`src/rtl/pipe_pkg.sv`:
```
// Shared definitions for elastic pipeline-stage registers: occupancy-state
// encodings, the default Tnew width and the saturating Tnew decrement.
package pipe_pkg;

  // Encodings equal the number of held entries, so the state doubles as Occupancy.
  localparam logic [1:0] ST_EMPTY = 2'd0;
  localparam logic [1:0] ST_ONE   = 2'd1;
  localparam logic [1:0] ST_TWO   = 2'd2;

  localparam int unsigned TNEW_W_DEFAULT = 3;
  localparam int unsigned TNEW_MAX_W     = 8;

  // Callers zero-extend into TNEW_MAX_W bits and truncate the result back.
  function automatic logic [TNEW_MAX_W-1:0] sat_dec(input logic [TNEW_MAX_W-1:0] t);
    return (t == '0) ? '0 : t - TNEW_MAX_W'(1);
  endfunction

endpackage

```
`src/rtl/pipe_slot.sv`:
```
// One pipeline-stage entry: valid bit, payload, destination register and a
// self-decrementing Tnew. Fields read as zero whenever the slot is empty.
module pipe_slot
  import pipe_pkg::*;
#(
  parameter int unsigned PAYLOAD_W = 96,
  parameter int unsigned ADDR_W    = 5,
  parameter int unsigned TNEW_W    = TNEW_W_DEFAULT
) (
  input  logic                 clk,
  input  logic                 rst_n,
  input  logic                 load,
  input  logic                 clear,
  input  logic                 hold_dec,
  input  logic [PAYLOAD_W-1:0] d_payload,
  input  logic [ADDR_W-1:0]    d_reg_addr,
  input  logic [TNEW_W-1:0]    d_tnew,
  output logic [PAYLOAD_W-1:0] q_payload,
  output logic [ADDR_W-1:0]    q_reg_addr,
  output logic [TNEW_W-1:0]    q_tnew
);

  logic                 valid_q, valid_d;
  logic [PAYLOAD_W-1:0] payload_q, payload_d;
  logic [ADDR_W-1:0]    reg_addr_q, reg_addr_d;
  logic [TNEW_W-1:0]    tnew_q, tnew_d;

  function automatic logic [TNEW_W-1:0] tnew_dec(input logic [TNEW_W-1:0] t);
    return TNEW_W'(sat_dec(TNEW_MAX_W'(t)));
  endfunction

  always_comb begin
    // NOTE: every variable gets its hold value first so no path leaves it unassigned (no latch).
    valid_d    = valid_q;
    payload_d  = payload_q;
    reg_addr_d = reg_addr_q;
    tnew_d     = tnew_q;
    if (clear) begin
      valid_d    = 1'b0;
      payload_d  = '0;
      reg_addr_d = '0;
      tnew_d     = '0;
    end else if (load) begin
      valid_d    = 1'b1;
      payload_d  = d_payload;
      reg_addr_d = d_reg_addr;
      tnew_d     = tnew_dec(d_tnew);
    end else if (hold_dec) begin
      tnew_d     = tnew_dec(tnew_q);
    end
  end

  // NOTE: non-blocking assignments so every flop samples pre-edge values regardless of block order.
  always_ff @(posedge clk or negedge rst_n) begin
    if (!rst_n) begin
      // NOTE: a single entry register, not a memory array, so every field is reset to keep bubbles at zero.
      valid_q    <= 1'b0;
      payload_q  <= '0;
      reg_addr_q <= '0;
      tnew_q     <= '0;
    end else begin
      valid_q    <= valid_d;
      payload_q  <= payload_d;
      reg_addr_q <= reg_addr_d;
      tnew_q     <= tnew_d;
    end
  end

  assign q_payload  = valid_q ? payload_q  : '0;
  assign q_reg_addr = valid_q ? reg_addr_q : '0;
  assign q_tnew     = valid_q ? tnew_q     : '0;

endmodule

```
`src/rtl/pipe_skid_stage.sv`:
```
// Elastic pipeline-stage register with valid/ready handshake, optional skid
// entry (registered In_Ready) and self-decrementing Tnew for hazard logic.
module pipe_skid_stage
  import pipe_pkg::*;
#(
  parameter int unsigned PAYLOAD_W = 96,
  parameter int unsigned ADDR_W    = 5,
  parameter int unsigned TNEW_W    = TNEW_W_DEFAULT,
  parameter bit          SKID      = 1'b1
) (
  input  logic                 Clk,
  input  logic                 Reset_n,
  input  logic                 Flush,
  input  logic                 In_Valid,
  output logic                 In_Ready,
  input  logic [PAYLOAD_W-1:0] In_Payload,
  input  logic [ADDR_W-1:0]    In_RegAddr,
  input  logic [TNEW_W-1:0]    In_Tnew,
  output logic                 Out_Valid,
  input  logic                 Out_Ready,
  output logic [PAYLOAD_W-1:0] Out_Payload,
  output logic [ADDR_W-1:0]    Out_RegAddr,
  output logic [TNEW_W-1:0]    Out_Tnew,
  output logic [1:0]           Occupancy
);

  logic [1:0]           state_q, state_d;
  logic                 out_valid, in_ready, push, pop;
  logic                 head_load, head_clear, head_hold, head_from_skid;
  logic                 skid_load, skid_clear, skid_hold;
  logic [PAYLOAD_W-1:0] head_payload, skid_payload, head_d_payload;
  logic [ADDR_W-1:0]    head_reg_addr, skid_reg_addr, head_d_reg_addr;
  logic [TNEW_W-1:0]    head_tnew, skid_tnew, head_d_tnew;

  assign out_valid = (state_q != ST_EMPTY);

  // With a skid entry In_Ready comes straight from the state flops, breaking the Out_Ready->In_Ready path.
  always_comb begin
    if (SKID) in_ready = (state_q != ST_TWO);
    else      in_ready = (~out_valid | Out_Ready) & ~Flush;
  end

  assign push = In_Valid & in_ready;
  assign pop  = out_valid & Out_Ready;

  always_comb begin
    state_d        = state_q;
    head_load      = 1'b0;
    head_clear     = 1'b0;
    head_hold      = out_valid;
    head_from_skid = 1'b0;
    skid_load      = 1'b0;
    skid_clear     = 1'b0;
    skid_hold      = (state_q == ST_TWO);
    if (Flush) begin
      state_d    = ST_EMPTY;
      head_clear = 1'b1;
      skid_clear = 1'b1;
    end else begin
      case (state_q)
        ST_EMPTY: if (push) begin
          state_d   = ST_ONE;
          head_load = 1'b1;
        end
        ST_ONE: begin
          if (push && pop) begin
            head_load = 1'b1;
          end else if (push && SKID) begin
            state_d   = ST_TWO;
            skid_load = 1'b1;
          end else if (pop) begin
            state_d    = ST_EMPTY;
            head_clear = 1'b1;
          end
        end
        ST_TWO: if (pop) begin
          state_d        = ST_ONE;
          head_load      = 1'b1;
          head_from_skid = 1'b1;
          skid_clear     = 1'b1;
        end
        default: begin
          state_d    = ST_EMPTY;
          head_clear = 1'b1;
          skid_clear = 1'b1;
        end
      endcase
    end
  end

  always_ff @(posedge Clk or negedge Reset_n) begin
    if (!Reset_n) state_q <= ST_EMPTY;
    else          state_q <= state_d;
  end

  assign head_d_payload  = head_from_skid ? skid_payload  : In_Payload;
  assign head_d_reg_addr = head_from_skid ? skid_reg_addr : In_RegAddr;
  assign head_d_tnew     = head_from_skid ? skid_tnew     : In_Tnew;

  pipe_slot #(.PAYLOAD_W(PAYLOAD_W), .ADDR_W(ADDR_W), .TNEW_W(TNEW_W)) u_head (
    .clk        (Clk),
    .rst_n      (Reset_n),
    .load       (head_load),
    .clear      (head_clear),
    .hold_dec   (head_hold),
    .d_payload  (head_d_payload),
    .d_reg_addr (head_d_reg_addr),
    .d_tnew     (head_d_tnew),
    .q_payload  (head_payload),
    .q_reg_addr (head_reg_addr),
    .q_tnew     (head_tnew)
  );

  if (SKID) begin : g_skid
    pipe_slot #(.PAYLOAD_W(PAYLOAD_W), .ADDR_W(ADDR_W), .TNEW_W(TNEW_W)) u_skid (
      .clk        (Clk),
      .rst_n      (Reset_n),
      .load       (skid_load),
      .clear      (skid_clear),
      .hold_dec   (skid_hold),
      .d_payload  (In_Payload),
      .d_reg_addr (In_RegAddr),
      .d_tnew     (In_Tnew),
      .q_payload  (skid_payload),
      .q_reg_addr (skid_reg_addr),
      .q_tnew     (skid_tnew)
    );
  end else begin : g_no_skid
    assign skid_payload  = '0;
    assign skid_reg_addr = '0;
    assign skid_tnew     = '0;
  end

  assign In_Ready    = in_ready;
  assign Out_Valid   = out_valid;
  assign Out_Payload = out_valid ? head_payload  : '0;
  assign Out_RegAddr = out_valid ? head_reg_addr : '0;
  assign Out_Tnew    = out_valid ? head_tnew     : '0;
  assign Occupancy   = state_q;

endmodule

```
`config.mk`:
```
export PLATFORM = sky130hd
export DESIGN_NAME = pipe_skid_stage
export DESIGN_NICKNAME = d
export VERILOG_FILES = /design/src/rtl/pipe_pkg.sv /design/src/rtl/pipe_slot.sv /design/src/rtl/pipe_skid_stage.sv
export SDC_FILE = /design/constraint.sdc
export NUM_CORES = 1
export LEC_CHECK = 0
export CAP_MARGIN = 20
export CORE_ASPECT_RATIO = 1.4
export CORE_MARGIN = 2
export CORE_UTILIZATION = 23
export CTS_CLUSTER_DIAMETER = 100
export DETAILED_ROUTE_END_ITERATION = 10
export SYNTH_ARGS = -nofsm -noshare
export SYNTH_HDL_FRONTEND = slang
export SYNTH_HIERARCHICAL = 1
export SYNTH_SLANG_ARGS = --single-unit
```
`constraint.sdc`:
```
create_clock -name Clk -period 7.8 [get_ports Clk]
set_clock_uncertainty 0.2 [all_clocks]
set_input_delay 1.56 -clock Clk [delete_from_list [all_inputs] [get_ports Clk]]
set_output_delay 1.56 -clock Clk [all_outputs]
set_load 0.02 [all_outputs]
```
Word level (Yosys, flattened, before mapping)
Index checks and enable logic that the tools add are counted.
- bits in registers: 212
- input bits: 109
- logic and storage cells: 93
- output and inout port bits: 108
- reduce and logical (&&, ||, !) cells: 14
- bitwise gates (word level): 2
- equality and inequality tests: 7
- add/subtract/negate cells: 4
- mux-type cells: 57
- operator list (operator ; number):
    $mux W96 ; 8
    $mux W3 ; 14
    $mux W5 ; 8
    $mux W1 ; 17
    $logic_not A3 Y1 ; 4
    $mux W2 ; 6
    $sub A3 B1 Y3 const B ; 4
    $ne A3 B3 Y1 const B ; 3
    $pmux W2 S3 ; 1
    $reduce_bool A2 Y1 ; 3
    $reduce_bool A3 Y1 ; 2
    $ne A4 B4 Y1 const B ; 1
    $pmux W1 S2 ; 2
    $reduce_and A4 Y1 ; 1
    $reduce_or A2 Y1 ; 2
    $pmux W1 S3 ; 1
    $and A1 B1 Y1 ; 2
    $eq A2 B1 Y1 const B ; 1
    $eq A2 B2 Y1 const B ; 1
    $logic_not A2 Y1 ; 1
    $ne A2 B2 Y1 const B ; 1
    $logic_and A1 B1 Y1 ; 1

Depth between registers and ports, before layout
- depth after elaboration: 10
- depth in mapped cells: 11
- depth with buffers taken out: 9

By module
The synthesis kept the hierarchy.
- by module, submodules not included (module ; sequential area each (µm²) ; instances ; cells an instance ; area an instance (µm²)):
    pipe_slot ; 2627.5 ; 2 ; 472 ; 5059.9
    pipe_skid_stage ; 50.0 ; 1 ; 251 ; 2132.0

Worst setup path before layout
OpenSTA, ideal clock, no wires.
- path type: input -> register
- from: input Flush
- to: register u_head.tnew_q[2]
- slack: 4.448 ns
- cell stages on the path: 9
- path buffers: 2
- arrival: 3.020 ns
- required time: 7.468 ns
- setup time: 0.132 ns
- cells stage by stage: nor3b_4 buf_4 buf_6 mux2_1 nor2_1 inv_1 ha_1 mux2i_1 nor2_1
- cells in the longest elaborated chain, start to end: 6
- elaborated cells on any way between the ends: 10
- classes of those cells: add/sub (1); mux (7); reduce/logical (2)
- ends and longest elaborated chain (what ; line ; source):
    start, declared ; pipe_skid_stage.sv:13 ; input logic Flush,
    $mux W1 (*) ; pipe_skid_stage.sv:55 ; if (Flush) begin
    $mux W3 (*) ; pipe_skid_stage.sv:98 ; assign head_d_tnew = head_from_skid ? skid_tnew : In_Tnew;
    net head_d_tnew[1] ; pipe_skid_stage.sv:33 ; logic [TNEW_W-1:0] head_tnew, skid_tnew, head_d_tnew;
    $sub A3 B1 Y3 or $logic_not A3 Y1 (tied branches) ; pipe_pkg.sv:15 ; return (t == '0) ? '0 : t - TNEW_MAX_W'(1);
    $mux W3 (*) ; pipe_pkg.sv:15 ;
    $mux W3 (*) ; pipe_slot.sv:43 ; end else if (load) begin
    $mux W3 (*) ; pipe_slot.sv:38 ; if (clear) begin
    end signal, assigned ; pipe_slot.sv:65 ; tnew_q <= tnew_d;
    end, declared ; pipe_slot.sv:26 ; logic [TNEW_W-1:0] tnew_q, tnew_d;
The timed path passes the listed nets; every way through them passes the cells marked *.
A chain may end at the register's enable or synchronous reset.

Final worst setup path
- from: register state_q[0], in the netlist Occupancy[0]
- to: output Out_Payload[68]
- cells in the longest elaborated chain, start to end: 2
- ends and longest elaborated chain (what ; line ; source):
    start, declared ; pipe_skid_stage.sv:27 ; logic [1:0] state_q, state_d;
    start signal, assigned ; pipe_skid_stage.sv:93 ; else state_q <= state_d;
    $reduce_bool A2 Y1 ; pipe_skid_stage.sv:35 ; assign out_valid = (state_q != ST_EMPTY);
    $mux W96 ; pipe_skid_stage.sv:136 ; assign Out_Payload = out_valid ? head_payload : '0;
    end, declared ; pipe_skid_stage.sv:21 ; output logic [PAYLOAD_W-1:0] Out_Payload,
No other way between the ends.

==> impl_metrics.toml <==
[status]
outcome = "complete, no violations"

[floorplanning]
die_h_um = 277.1
pin_count = 217
rows = 100
coreArea_um2 = 52930
die_w_um = 199.1
initial_utilization_pct = 23.15
dieArea_um2 = 55160

[final_layout]
utilization_pct = 29.96
mostFrequentLayoutCells = "312 x and2_1, 215 x clkdlybuf4s50_1, 212 x nor2_1"
fin_nets = 1476
fillerInstances = 5554
insertedDiodeCount = 0
drive_above_1_share_pct = 8.345
final_common_cell = "and2_1"
area_delta_synth_final_pct = 29.42

[detailed_routing]
postRouteAntennaNets = 0
post-route-drc-count = 0
wl_um = 36110
wire_per_inst_um = 17.26
drtPass1Iterations = 4
vias = 8925
vias_per_cell = 4.266
drtIter0Drc = 320

[cts]
cts.sink_count = 212
htreeDepth = 1
clock_path_buffers = 3
postCtsHoldBufs = 0
numCtsBuffers = 26
postCtsSetupRepairBufs = 0
cts-root-buf = "clkbuf_16"
insertion_delay_ns = 0.54
cts_resized = 0
path_clk_slew_ns = 0.07
cts_tree = "built"

[sta]
fmaxAchievable_mhz = 204.1
fin_tns_setup_ns = 0
holdWs_ns = 0.3091
drv_slew = 0
maxSlewHeadroom_pct = 40.17
post-route-period-util_pct = 62.81
hold_viol = 0
period_minus_slack_ns = 4.899
rsz0062_at_grt = "no"
setup_viol = 0
worst_pin_slew_ns = 0.8974

[grt]
grt_antenna_before_repair = 2
grt_use_total_pct = 13.20
grt_pass1_vias = 9701
grt-ovfl-total = 0
grt_start_max_net_pins = 124
grt_pass1_wl_um = 56930

[worst_setup_path]
r2r_setup_slack_ns = 4.33
arrival_ns = 3.14
critPathKind = "flip-flop to output pin"
timing.critical_path.from = "Occupancy[0]"
worstPathRequired_ns = 6.04
cp_max_fo = 59
critPathLaunchType = "flip-flop"
r2r_start = "Occupancy[0]"
cp-end-kind = "output pin"

[synthesis]
synth_mux_area_share_pct = 26.41
synth-simple-area-share_pct = 23.86
synth.top_cells.by_area = "dfrtp_1 43%, mux2i_1 17%, and2_1 16%"
synth-compound-area-share_pct = 0.7455
ys.warnings.count = 6
synth_top_family_by_area = "multiplexers"
post-synth-top-area-cell = "dfrtp_1"
syn_avg_cell_area_um2 = 10.25
synthesis.nets = 1312
synth_fa_ha_area_share_pct = 0.8170
synth_xor_area_share_pct = 0
synth_cells = 1195
syn_area_um2 = 12250
yosysTopAreaCellShare_pct = 43.30
ys_types = 31
ys_seq_elements = 212
ys_seq_area_share_pct = 43.30

[pwr]
switching_share_pct = 26.05
p_sw_mw = 0.7181
peakVddDrop_uv = 136.5
p_comb_share_pct = 12.4
p_leak_nw = 6.602
intPower_mw = 2.038
p_per_area_nw_per_um2 = 173.8
seqPwrFrac_pct = 42.4
p_clk_share_pct = 45.2

[placement]
dpl.hpwl_um = 21350
gp_congestion = 0.7039
io_buffer_count = 216

[run]
drv_cap = 0

[min_path]
worstHoldStart = "g_skid.u_skid/payload_q[0]"
hp-class = "flip-flop to flip-flop"
==> power groups by stage <==
stage               sequential, mW  clock, mW  combinational [mW]
detailed placement            1.19          0               0.351
finish                        1.17       1.25               0.341
floorplan                     1.18          0               0.195
global placement              1.20          0               0.328
global route                  1.17       1.34               0.377
CTS                           1.17       1.30               0.352
==> routing by layer <==
| metal | track usage (%) | vias to the layer above | share of wire, % |
|---|---|---|---|
| met2 | 23.78 | 160 | 51 |
| met1 | 16.13 | 4515 | 43 |
| met3 | 2.022 | 39 | 4.1 |
| met4 | 3.521 | 2 | 1.9 |
| li1 | - | 4209 | - |
| met5 | 0 | - | 0.036 |
==> stage by stage <==
step                area, um^2  setup slack (ns)  power (mW)  cells
finish                   15860             2.901       2.756   2092
global route             15860             2.640       2.895   2092
CTS                      15860             2.722       2.822   2092
detailed placement       14990             3.114       1.540   2045
global placement         14900             3.065       1.528   2042
floorplan                12250             4.448       1.371   1195
==> critical path, cell delays in order (launching register included) <==
cell and delay, ns:
dfrtp_1 0.45, or2_4 0.56, buf_4 0.62, and2_1 0.28
clkdlybuf4s50_1 0.65
==> cells by family (layout without fill, tap and decap cells) <==
kind of cell | after synthesis | after routing
flops | 212 | 212
compound gates | 14 | 14
fa+ha+maj | 8 | 8
simple gates | 549 | 549
mux | 310 | 310
buf+inv | 102 | 285
==> synth_stat cells (all sizes together) <==
master    n
nor2b     4
mux2i   204
and2b     1
or4b      1
or2       3
nor3b     3
nand2b    5
a211oi    3
clkbuf   48
o31ai     2
dfrtp   212
and4bb    2
ha        8
buf      45
inv       9
mux2    106
nor2    212
o21ai     5
nor3      1
a21oi     1
a311oi    2
and2    312
a31oi     1
nand2     5
==> cell type report <==
| type | count | area, um^2 | area share, % |
|---|---|---|---|
| clock buffers | 38 | 767.0 | 4.837 |
| clock inverters | 9 | 103.9 | 0.6549 |
| inverters | 9 | 33.78 | 0.2131 |
| multi-input cells | 881 | 6384 | 40.26 |
| flip-flops and latches | 212 | 5313 | 33.50 |
| well taps | 714 | 893.4 | 5.634 |
| repair buffers | 229 | 2362 | 14.90 |
==> registers in the layout, indices dropped and copies added, names as in the netlist <==
signal	flops
u_head/payload_q	96
g_skid.u_skid/tnew_q	3
u_head/valid_q	1
g_skid.u_skid/valid_q	1
Occupancy	2
u_head/tnew_q	3
g_skid.u_skid/reg_addr_q	5
u_head/reg_addr_q	5
g_skid.u_skid/payload_q	96
==> worst paths after layout <==
path,end,cells after the start
worst max-delay path,Out_Payload[68],4
worst min-delay path,g_skid.u_skid/payload_q[0],2
worst max register to register,u_head/tnew_q[2],10
worst min register to register,g_skid.u_skid/payload_q[0],2
max in group asynchronous,g_skid.u_skid/valid_q,2
min in group asynchronous,u_head/payload_q[33],1
Note: power is estimated with default switching activity, not from simulation.
